$ cat config.mk
export PLATFORM = sky130hd
export DESIGN_NAME = l2_cache_control
export DESIGN_NICKNAME = d
export VERILOG_FILES = /design/src/rtl/l2_cache_control.sv
export SDC_FILE = /design/constraint.sdc
export NUM_CORES = 1
export LEC_CHECK = 0
export ABC_AREA = 1
export BUFFER_PORTS_ARGS = -buffer_cell sky130_fd_sc_hd__buf_2
export CAP_MARGIN = 10
export CELL_PAD_IN_SITES_DETAIL_PLACEMENT = 0
export CELL_PAD_IN_SITES_GLOBAL_PLACEMENT = 1
export CORE_UTILIZATION = 38
export DETAILED_ROUTE_END_ITERATION = 7
export PLACE_DENSITY = 0.92
export RECOVER_POWER = 100
export SYNTH_ARGS = -nofsm -noshare
export SYNTH_HDL_FRONTEND = slang
export SYNTH_SLANG_ARGS = --single-unit
$ cat constraint.sdc
create_clock -name clk -period 3.6 [get_ports clk]
set_clock_uncertainty 0.1 [all_clocks]
set_input_delay 0.18 -clock clk [delete_from_list [all_inputs] [get_ports clk]]
set_output_delay 0.18 -clock clk [all_outputs]
set_load 0.02 [all_outputs]
$ cat src/rtl/l2_cache_control.sv
// l2_cache_control: sequencing FSM for the 4-way write-back L2 cache.
// Handles tag lookup, hit service, pseudo-LRU victim choice, dirty-victim
// capture into the evict buffer, line fill and deferred write-back.
// Handshake: mem_read/mem_write are held by L1 until the one-cycle mem_resp
// pulse; pmem_read/pmem_write are held by this block until the one-cycle
// pmem_resp pulse, and pmem_resp in any other state is ignored.
module l2_cache_control #(
   parameter int CNT_W = 16
) (
   input  logic             clk,
   input  logic             rst_n,
   input  logic             mem_read,
   input  logic             mem_write,
   output logic             mem_resp,
   output logic             pmem_read,
   output logic             pmem_write,
   input  logic             pmem_resp,
   input  logic             hit,
   input  logic [3:0]       tag_valid,
   input  logic [3:0]       dirty,
   input  logic [2:0]       lru,
   input  logic             evictreq,
   output logic             ld_hit,
   output logic             ld_lru,
   output logic             ld_evict,
   output logic             ld_evictreq,
   output logic [3:0]       ld_way,
   output logic [3:0]       ld_valid,
   output logic [3:0]       ld_tag,
   output logic [3:0]       ld_dirty,
   output logic [3:0]       dirty_in,
   output logic [3:0]       way_sel,
   output logic [1:0]       datamux_sel,
   output logic [1:0]       evictaddrmux_sel,
   output logic [2:0]       readaddrmux_sel,
   output logic             addrmux_sel,
   output logic             wdatamux_sel,
   output logic [CNT_W-1:0] hit_count,
   output logic [CNT_W-1:0] miss_count,
   output logic [2:0]       state_dbg
);

   localparam logic [2:0] S_INIT  = 3'd0;
   localparam logic [2:0] S_IDLE  = 3'd1;
   localparam logic [2:0] S_CHECK = 3'd2;
   localparam logic [2:0] S_EVICT = 3'd3;
   localparam logic [2:0] S_ALLOC = 3'd4;
   localparam logic [2:0] S_WB    = 3'd5;

   logic [2:0] state;
   logic [2:0] state_nxt;
   logic [1:0] victim;
   logic [1:0] victim_q;
   logic [1:0] hit_way;
   logic [3:0] hit_oh;
   logic [3:0] victim_oh;
   // refill: the current request already missed once (counted as a miss),
   // so its later re-lookup hit must not be counted as a hit
   logic       refill;

   assign state_dbg = state;
   assign hit_oh    = 4'b0001 << hit_way;
   assign victim_oh = 4'b0001 << victim_q;

   // pseudo-LRU victim from the live LRU bits of the current index
   always_comb begin
      victim = 2'd0;
      if (lru[2]) victim = lru[0] ? 2'd3 : 2'd2;
      else        victim = lru[1] ? 2'd1 : 2'd0;
   end

   // encode the registered per-way hit vector into a way index
   always_comb begin
      hit_way = 2'd0;
      if      (tag_valid[3]) hit_way = 2'd3;
      else if (tag_valid[2]) hit_way = 2'd2;
      else if (tag_valid[1]) hit_way = 2'd1;
      else                   hit_way = 2'd0;
   end

   // next state plus all datapath strobes; everything is 0 while reset is held
   always_comb begin
      state_nxt        = state;
      mem_resp         = 1'b0;
      pmem_read        = 1'b0;
      pmem_write       = 1'b0;
      ld_hit           = 1'b0;
      ld_lru           = 1'b0;
      ld_evict         = 1'b0;
      ld_evictreq      = 1'b0;
      ld_way           = 4'b0000;
      ld_valid         = 4'b0000;
      ld_tag           = 4'b0000;
      ld_dirty         = 4'b0000;
      dirty_in         = 4'b0000;
      way_sel          = 4'b0000;
      datamux_sel      = 2'd0;
      evictaddrmux_sel = 2'd0;
      readaddrmux_sel  = 3'd0;
      addrmux_sel      = 1'b0;
      wdatamux_sel     = 1'b0;
      if (rst_n) begin
         case (state)
            S_INIT: begin
               // ld_evictreq with ld_evict=0 clears a stale pending write-back
               ld_evictreq = 1'b1;
               state_nxt   = S_IDLE;
            end
            S_IDLE: begin
               if (mem_read || mem_write) begin
                  ld_hit    = 1'b1;
                  state_nxt = S_CHECK;
               end
            end
            S_CHECK: begin
               if (hit) begin
                  datamux_sel = hit_way;
                  mem_resp    = 1'b1;
                  ld_lru      = 1'b1;
                  if (mem_write) begin
                     ld_way   = hit_oh;
                     ld_dirty = hit_oh;
                     dirty_in = hit_oh;
                  end
                  state_nxt = evictreq ? S_WB : S_IDLE;
               end else if (evictreq) begin
                  state_nxt = S_WB;
               end else if (dirty[victim]) begin
                  state_nxt = S_EVICT;
               end else begin
                  state_nxt = S_ALLOC;
               end
            end
            S_EVICT: begin
               datamux_sel      = victim_q;
               evictaddrmux_sel = victim_q;
               ld_evict         = 1'b1;
               ld_evictreq      = 1'b1;
               state_nxt        = S_ALLOC;
            end
            S_ALLOC: begin
               pmem_read = 1'b1;
               if (pmem_resp) begin
                  ld_way    = victim_oh;
                  way_sel   = victim_oh;
                  ld_valid  = victim_oh;
                  ld_tag    = victim_oh;
                  ld_dirty  = victim_oh;
                  state_nxt = S_IDLE;
               end
            end
            S_WB: begin
               pmem_write   = 1'b1;
               addrmux_sel  = 1'b1;
               wdatamux_sel = 1'b1;
               if (pmem_resp) begin
                  ld_evictreq = 1'b1;
                  state_nxt   = S_IDLE;
               end
            end
            default: state_nxt = S_INIT;
         endcase
      end
   end

   // state, latched victim, refill flag and saturating performance counters
   always_ff @(posedge clk or negedge rst_n) begin
      if (!rst_n) begin
         state      <= S_INIT;
         victim_q   <= 2'd0;
         refill     <= 1'b0;
         hit_count  <= '0;
         miss_count <= '0;
      end else begin
         state <= state_nxt;
         if (state == S_CHECK) begin
            if (hit) begin
               if (!refill && hit_count != {CNT_W{1'b1}})
                  hit_count <= hit_count + 1'b1;
               refill <= 1'b0;
            end else begin
               if (!refill && miss_count != {CNT_W{1'b1}})
                  miss_count <= miss_count + 1'b1;
               refill   <= 1'b1;
               victim_q <= victim;
            end
         end
         if (state == S_ALLOC && pmem_resp)
            refill <= 1'b1;
      end
   end

endmodule

After elaboration in Yosys (flattened, before gate mapping):

Index checks and enable logic that the tools add are counted.

* shift operators: 2
* mux-type cells: 47
* magnitude comparators: 1
* add/sub/neg operators: 2
* bitwise gates (word level): 1
* equal/unequal tests: 9
* reduce and logical (&&, ||, !) cells: 13

Operator list (count)
* adder 16 x 1 -> 16 bit (second input constant): 2
* two-way mux 4 bit: 8
* != test 16 bit (second input constant): 2
* two-way mux 1 bit: 21
* two-way mux 3 bit: 6
* one-hot mux 3 bit (5 select lines): 1
* two-way mux 2 bit: 7
* AND reduction 3 bit: 3
* one-hot mux 4 bit (2 select lines): 1
* << shifter 1 x 2 -> 4 bit (first input constant): 2
* == test 3 x 2 -> 1 bit (second input constant): 2
* == test 3 bit (second input constant): 2
* one-hot mux 2 bit (2 select lines): 1
* OR reduction 2 bit: 2
* == test 3 x 1 -> 1 bit (second input constant): 1
* logical AND 1 bit: 3
* zero test 3 bit: 1
* < comparator 2 x 3 -> 1 bit (second input constant): 1
* binary-select mux 1 bit (select 2 bit): 1
* != test 2 x 1 -> 1 bit (second input constant): 1
* != test 2 bit (second input constant): 1
* one-hot mux 1 bit (2 select lines): 1
* AND reduction 2 bit: 1
* nonzero test 2 bit: 1
* 3 further kinds: 3

* flip-flop bits (word level): 38
* output and inout port bits: 75

Logic depth before layout (Yosys ltp):

* depth after elaboration: 8
* gate-level depth with buffers: 11
* mapped depth without buffers: 10

Worst setup path before layout:

No wires, ideal clock.

* path type: reg2out
* from: reg state[0] (netlist: state_dbg[0])
* to: out ld_way[0]
* buffers on the path: 1
* stages on the path, launching flop included: 8
* arrival: 2.072 ns
* required time: 3.320 ns
* path slack: 1.248 ns
* cells stage by stage: dfrtp_1 inv_1 nand3_1 nor2_1 nand2_1 nor3_1 or2_2 buf_4

* longest elaborated chain between the ends: 3
* elaborated cells on any way between the ends: 4
* classes of those cells: eq/ne: 2; mux: 2

Ends and longest elaborated chain
* start: declaration: RTL line 50 `logic [2:0] state;`
* start signal: assignment: RTL line 175 `state <= state_nxt;`
* == test 3 bit or == test 3 x 2 -> 1 bit (tied branches)
* one-hot mux 4 bit (2 select lines) (*)
* two-way mux 4 bit (*)
* end: declaration: RTL line 27 `output logic [3:0] ld_way,`

Mark *: on every way between the ends. The rest lies on a longest branch, timed or not.

Final worst setup path:

* from: reg hit_count[0]
* to: reg hit_count[14]

* longest elaborated chain between the ends: 3
* elaborated cells on any way between the ends: 4
* classes of those cells: add/sub: 1; eq/ne: 1; reduce/logical: 2

Ends and longest elaborated chain
* start: declaration: RTL line 38 `output logic [CNT_W-1:0] hit_count,`
* start signal: assignment: RTL line 179 `hit_count <= hit_count + 1'b1;`
* branches (longest 3 deep; another with adder 16 x 1 -> 16 bit)

Several ways; the timed one is not identified.
A chain may end at the register's enable or synchronous reset.

==> metrics.md <==
| Metric | Value |
|---|---|
| Outcome | finished, final reports clean |
| Largest fanout on the critical path | 20 |
| Hold Crit Start | lru[2] |
| Detailed Route WL | 6.31 mm |
| Die W | 87.1 um |
| Drt first pass iters | 4 |
| DP Area | 0.00314 mm^2 |
| Nets | 498 |
| Design area | 0.00314 mm^2 |
| Syn Inst Count | 402 |
| Starting DRT DRC Count | 88 |
| Crit start category | flop |
| Initial Utilization | 39.8% |
| Worst EP arrival | 2.87 ns |
| CTS root buf | clkbuf_8 |
| Power Density | 432 mW/mm^2 |
| Leak Pwr | 1.57 nW |
| Bufs on Longest Clock Path | 2 |
| Synth warn | 0 |
| Ant diodes | 0 |
| Worst slew margin | 25.7% |
| Num CTS Buffers | 5 |
| Hold Fails Final Rpt | 0 |
| Clk sinks | 38 |
| Critical Path Sink Type | flop |
| Slew Limit Fails | 0 |
| Hold Crit Class | in -> reg |
| Routed via count | 2595 |
| Async S/R FF share, synth | 100% |
| Min-Delay Path Depth | 3 |
| Core Footprint | 0.00691 mm^2 |
| # rows | 30 |
| Die height | 87.1 um |
| TritonCTS clock tree | yes |
| Vias in the first global route | 2318 |
| Area delta synth->final | 14.1% |
| R2r endpoint | hit_count[14]$_DFFE_PN0P_ |
| Layout cell share with drive strength beyond 1 | 7.53% |
| Initial antenna violation count | 0 |
| Post-synth top flop | dfrtp_1 |
| Vias per cell | 4.52 |
| Reg2Reg Setup Slack | 0.81 ns |
| Hold Path Sink | victim_q[1]$_DFFE_PN0P_ |
| H-tree lvl count | 2 |
| GP Congestion | 0.818 |
| Clock slew seen by the registers of the worst setup and hold paths | 0.08 ns |
| R2R cell count | 11 |
| Synth cell types | 29 |
| Clk_lat worst skew | 0.29 ns |
| Avg WL per Cell | 11.0 um |
| # IOs | 93 |
| Top cells by count, synth | nand2_1, inv_1, dfrtp_1 |
| Largest net degree at the start of global routing | 34 |
| GR Overflow Total | 0 |
| Mapped Avg Cell Area | 6.84 um^2 |
| EDFF count, synth | 0 |
| Reg-to-reg startpoint | hit_count[0]$_DFFE_PN0P_ |
| PortBufs | 88 |
| Maximum Capacitance Violations | 0 |
| Hpwl dp | 4.71 mm |
| Post-CTS setup buffer count | 0 |
| Most common cell in the netlist | nand2_1 |
| Die ar. | 0.00758 mm^2 |
| Cell taking the most area after synthesis | dfrtp_1 |
| Unrepaired setup endpoints after global routing | no |
| First-pass GRT wire length | 10.6 mm |
| Max Freq | 0.358 GHz |
| Final ANT Viol Nets | 0 |
| Setup tns final | 0 ns |
| Synth area leaders | dfrtp_1, nand2_1, inv_1 |
| Tightest Pin Transition | 1.11 ns |
| All-layer global routing usage | 17.5% |
| Seq/Total Area, Yosys | 34.6% |
| Crit share post-route | 77.6% |
| Kind of critical path | reg -> reg |
| Post-CTS sizing | 0 |
| Endpoints failing setup | 0 |
| VDD IR max | 0.195 mV |
| Top cell type's share of synthesized area | 34.6% |
| Detailed-route DRC error count | 0 |
| Final Critical Period | 2.79 ns |
| Seq cells post-synth | 38 |
| Cell Area, Synth | 0.00275 mm^2 |
| CP Data Required Time | 3.68 ns |
worst max-delay path by stage:
stage                                   startpoint  cells past startpoint  slack, ns                        end
after floorplan           state_dbg[0]$_DFFE_PN0P_                      7       1.25                  ld_way[0]
after global placement    hit_count[0]$_DFFE_PN0P_                     11       1.52   hit_count[9]$_DFFE_PN0P_
after detailed placement  hit_count[0]$_DFFE_PN0P_                     11       1.50  hit_count[12]$_DFFE_PN0P_
after CTS                 state_dbg[0]$_DFFE_PN0P_                      7       1.20                  ld_way[0]
after global routing      hit_count[0]$_DFFE_PN0P_                     11       0.48  hit_count[14]$_DFFE_PN0P_
final                     hit_count[0]$_DFFE_PN0P_                     11       0.81  hit_count[14]$_DFFE_PN0P_
state kept, by name, indices dropped and copies added, names as in the netlist:
name        count
hit_count      16
miss_count     16
state_dbg       3
victim_q        2
refill          1
cells in the final DEF (no fill, tap or decap):
cell	count
nand2_1	146
clkbuf_1	74
inv_1	46
nor2_1	40
dfrtp_1	38
nand3_1	28
xor2_1	16
buf_2	15
nor3_1	12
xnor2_1	9
o21ai_0	8
nand4_1	7
clkbuf_8	6
a21oi_1	4
inv_2	3
nand3b_1	3
conb_1	3
nor2_2	2
or2_2	2
nand2_2	2
nor2_4	2
ha_1	2
or3_1	1
o22ai_1	1
nor4_1	1
a31oi_1	1
nand2_4	1
nor2_8	1
o21ai_1	1
bufinv_16	1
dlygate4sd3_1	1
buf_4	1
layout make-up:
cell class,count,area (um^2)
clock buffer,6,82.6
clock inverter,1,30.0
fill,779,3770
inverter,49,184
multi-input combinational,293,1400
sequential,38,951
tap,96,120
timing repair buffer,91,370
per-layer routing:
metal | up-vias | global-route usage [%] | part of all wire [%]
met5 | - | 0 | 0
met4 | 0 | 4.47 | 0.52
met2 | 57 | 28.7 | 47
met3 | 2 | 3.70 | 3.7
met1 | 1169 | 23.4 | 49
li1 | 1367 | - | -
critical path: stages, from the launching register on:
cell and delay (ns):
dfrtp_1 0.41, ha_1 0.22, inv_1 0.05, nor2_1 0.20, nand2_1 0.08, nor2_1 0.18, nand3_1 0.12, nand2_1 0.07
clkbuf_1 0.62, inv_1 0.41, nand2_1 0.16, nand2_1 0.05
power breakdown:
group | leakage, nW | internal, mW | switching (mW)
registers | 0.515 | 0.483 | 0.0838
clock network | 0.0573 | 0.222 | 0.154
logic | 0.999 | 0.123 | 0.290
total | 1.57 | 0.828 | 0.527
through the flow:
stage | hold slack, ns | utilization (%) | instances | setup WS (ns) | power [mW]
after CTS | 0.119 | 47.3 | 574 | 1.20 | 1.40
after floorplan | -0.216 | - | 404 | 1.25 | 0.891
after global placement | -0.0523 | 45.5 | 566 | 1.52 | 1.00
final | 0.132 | 45.5 | 574 | 0.806 | 1.36
after global routing | 0.136 | 45.5 | 574 | 0.478 | 1.47
after detailed placement | -0.0488 | 45.5 | 566 | 1.50 | 1.01
kinds of logic after synthesis:
group / after synthesis / synth area share, %
AND/OR/NAND/NOR: 248 / 39.6
buffers and inverters: 73 / 13.6
flip-flops: 38 / 34.6
XOR/XNOR: 25 / 7.96
AO/OA/AOI/OAI: 15 / 3.23
adder cells (fa/ha/maj): 2 / 0.909
other: 1 / 0.136
what timing repair did:
item | 4_1_cts | 5_1_grt
endpoints found under the hold margin | 6 | 0
setup endpoints to repair | 0 | 0
hold buffers | 1 | 0
Note: power is estimated with default switching activity, not from simulation.
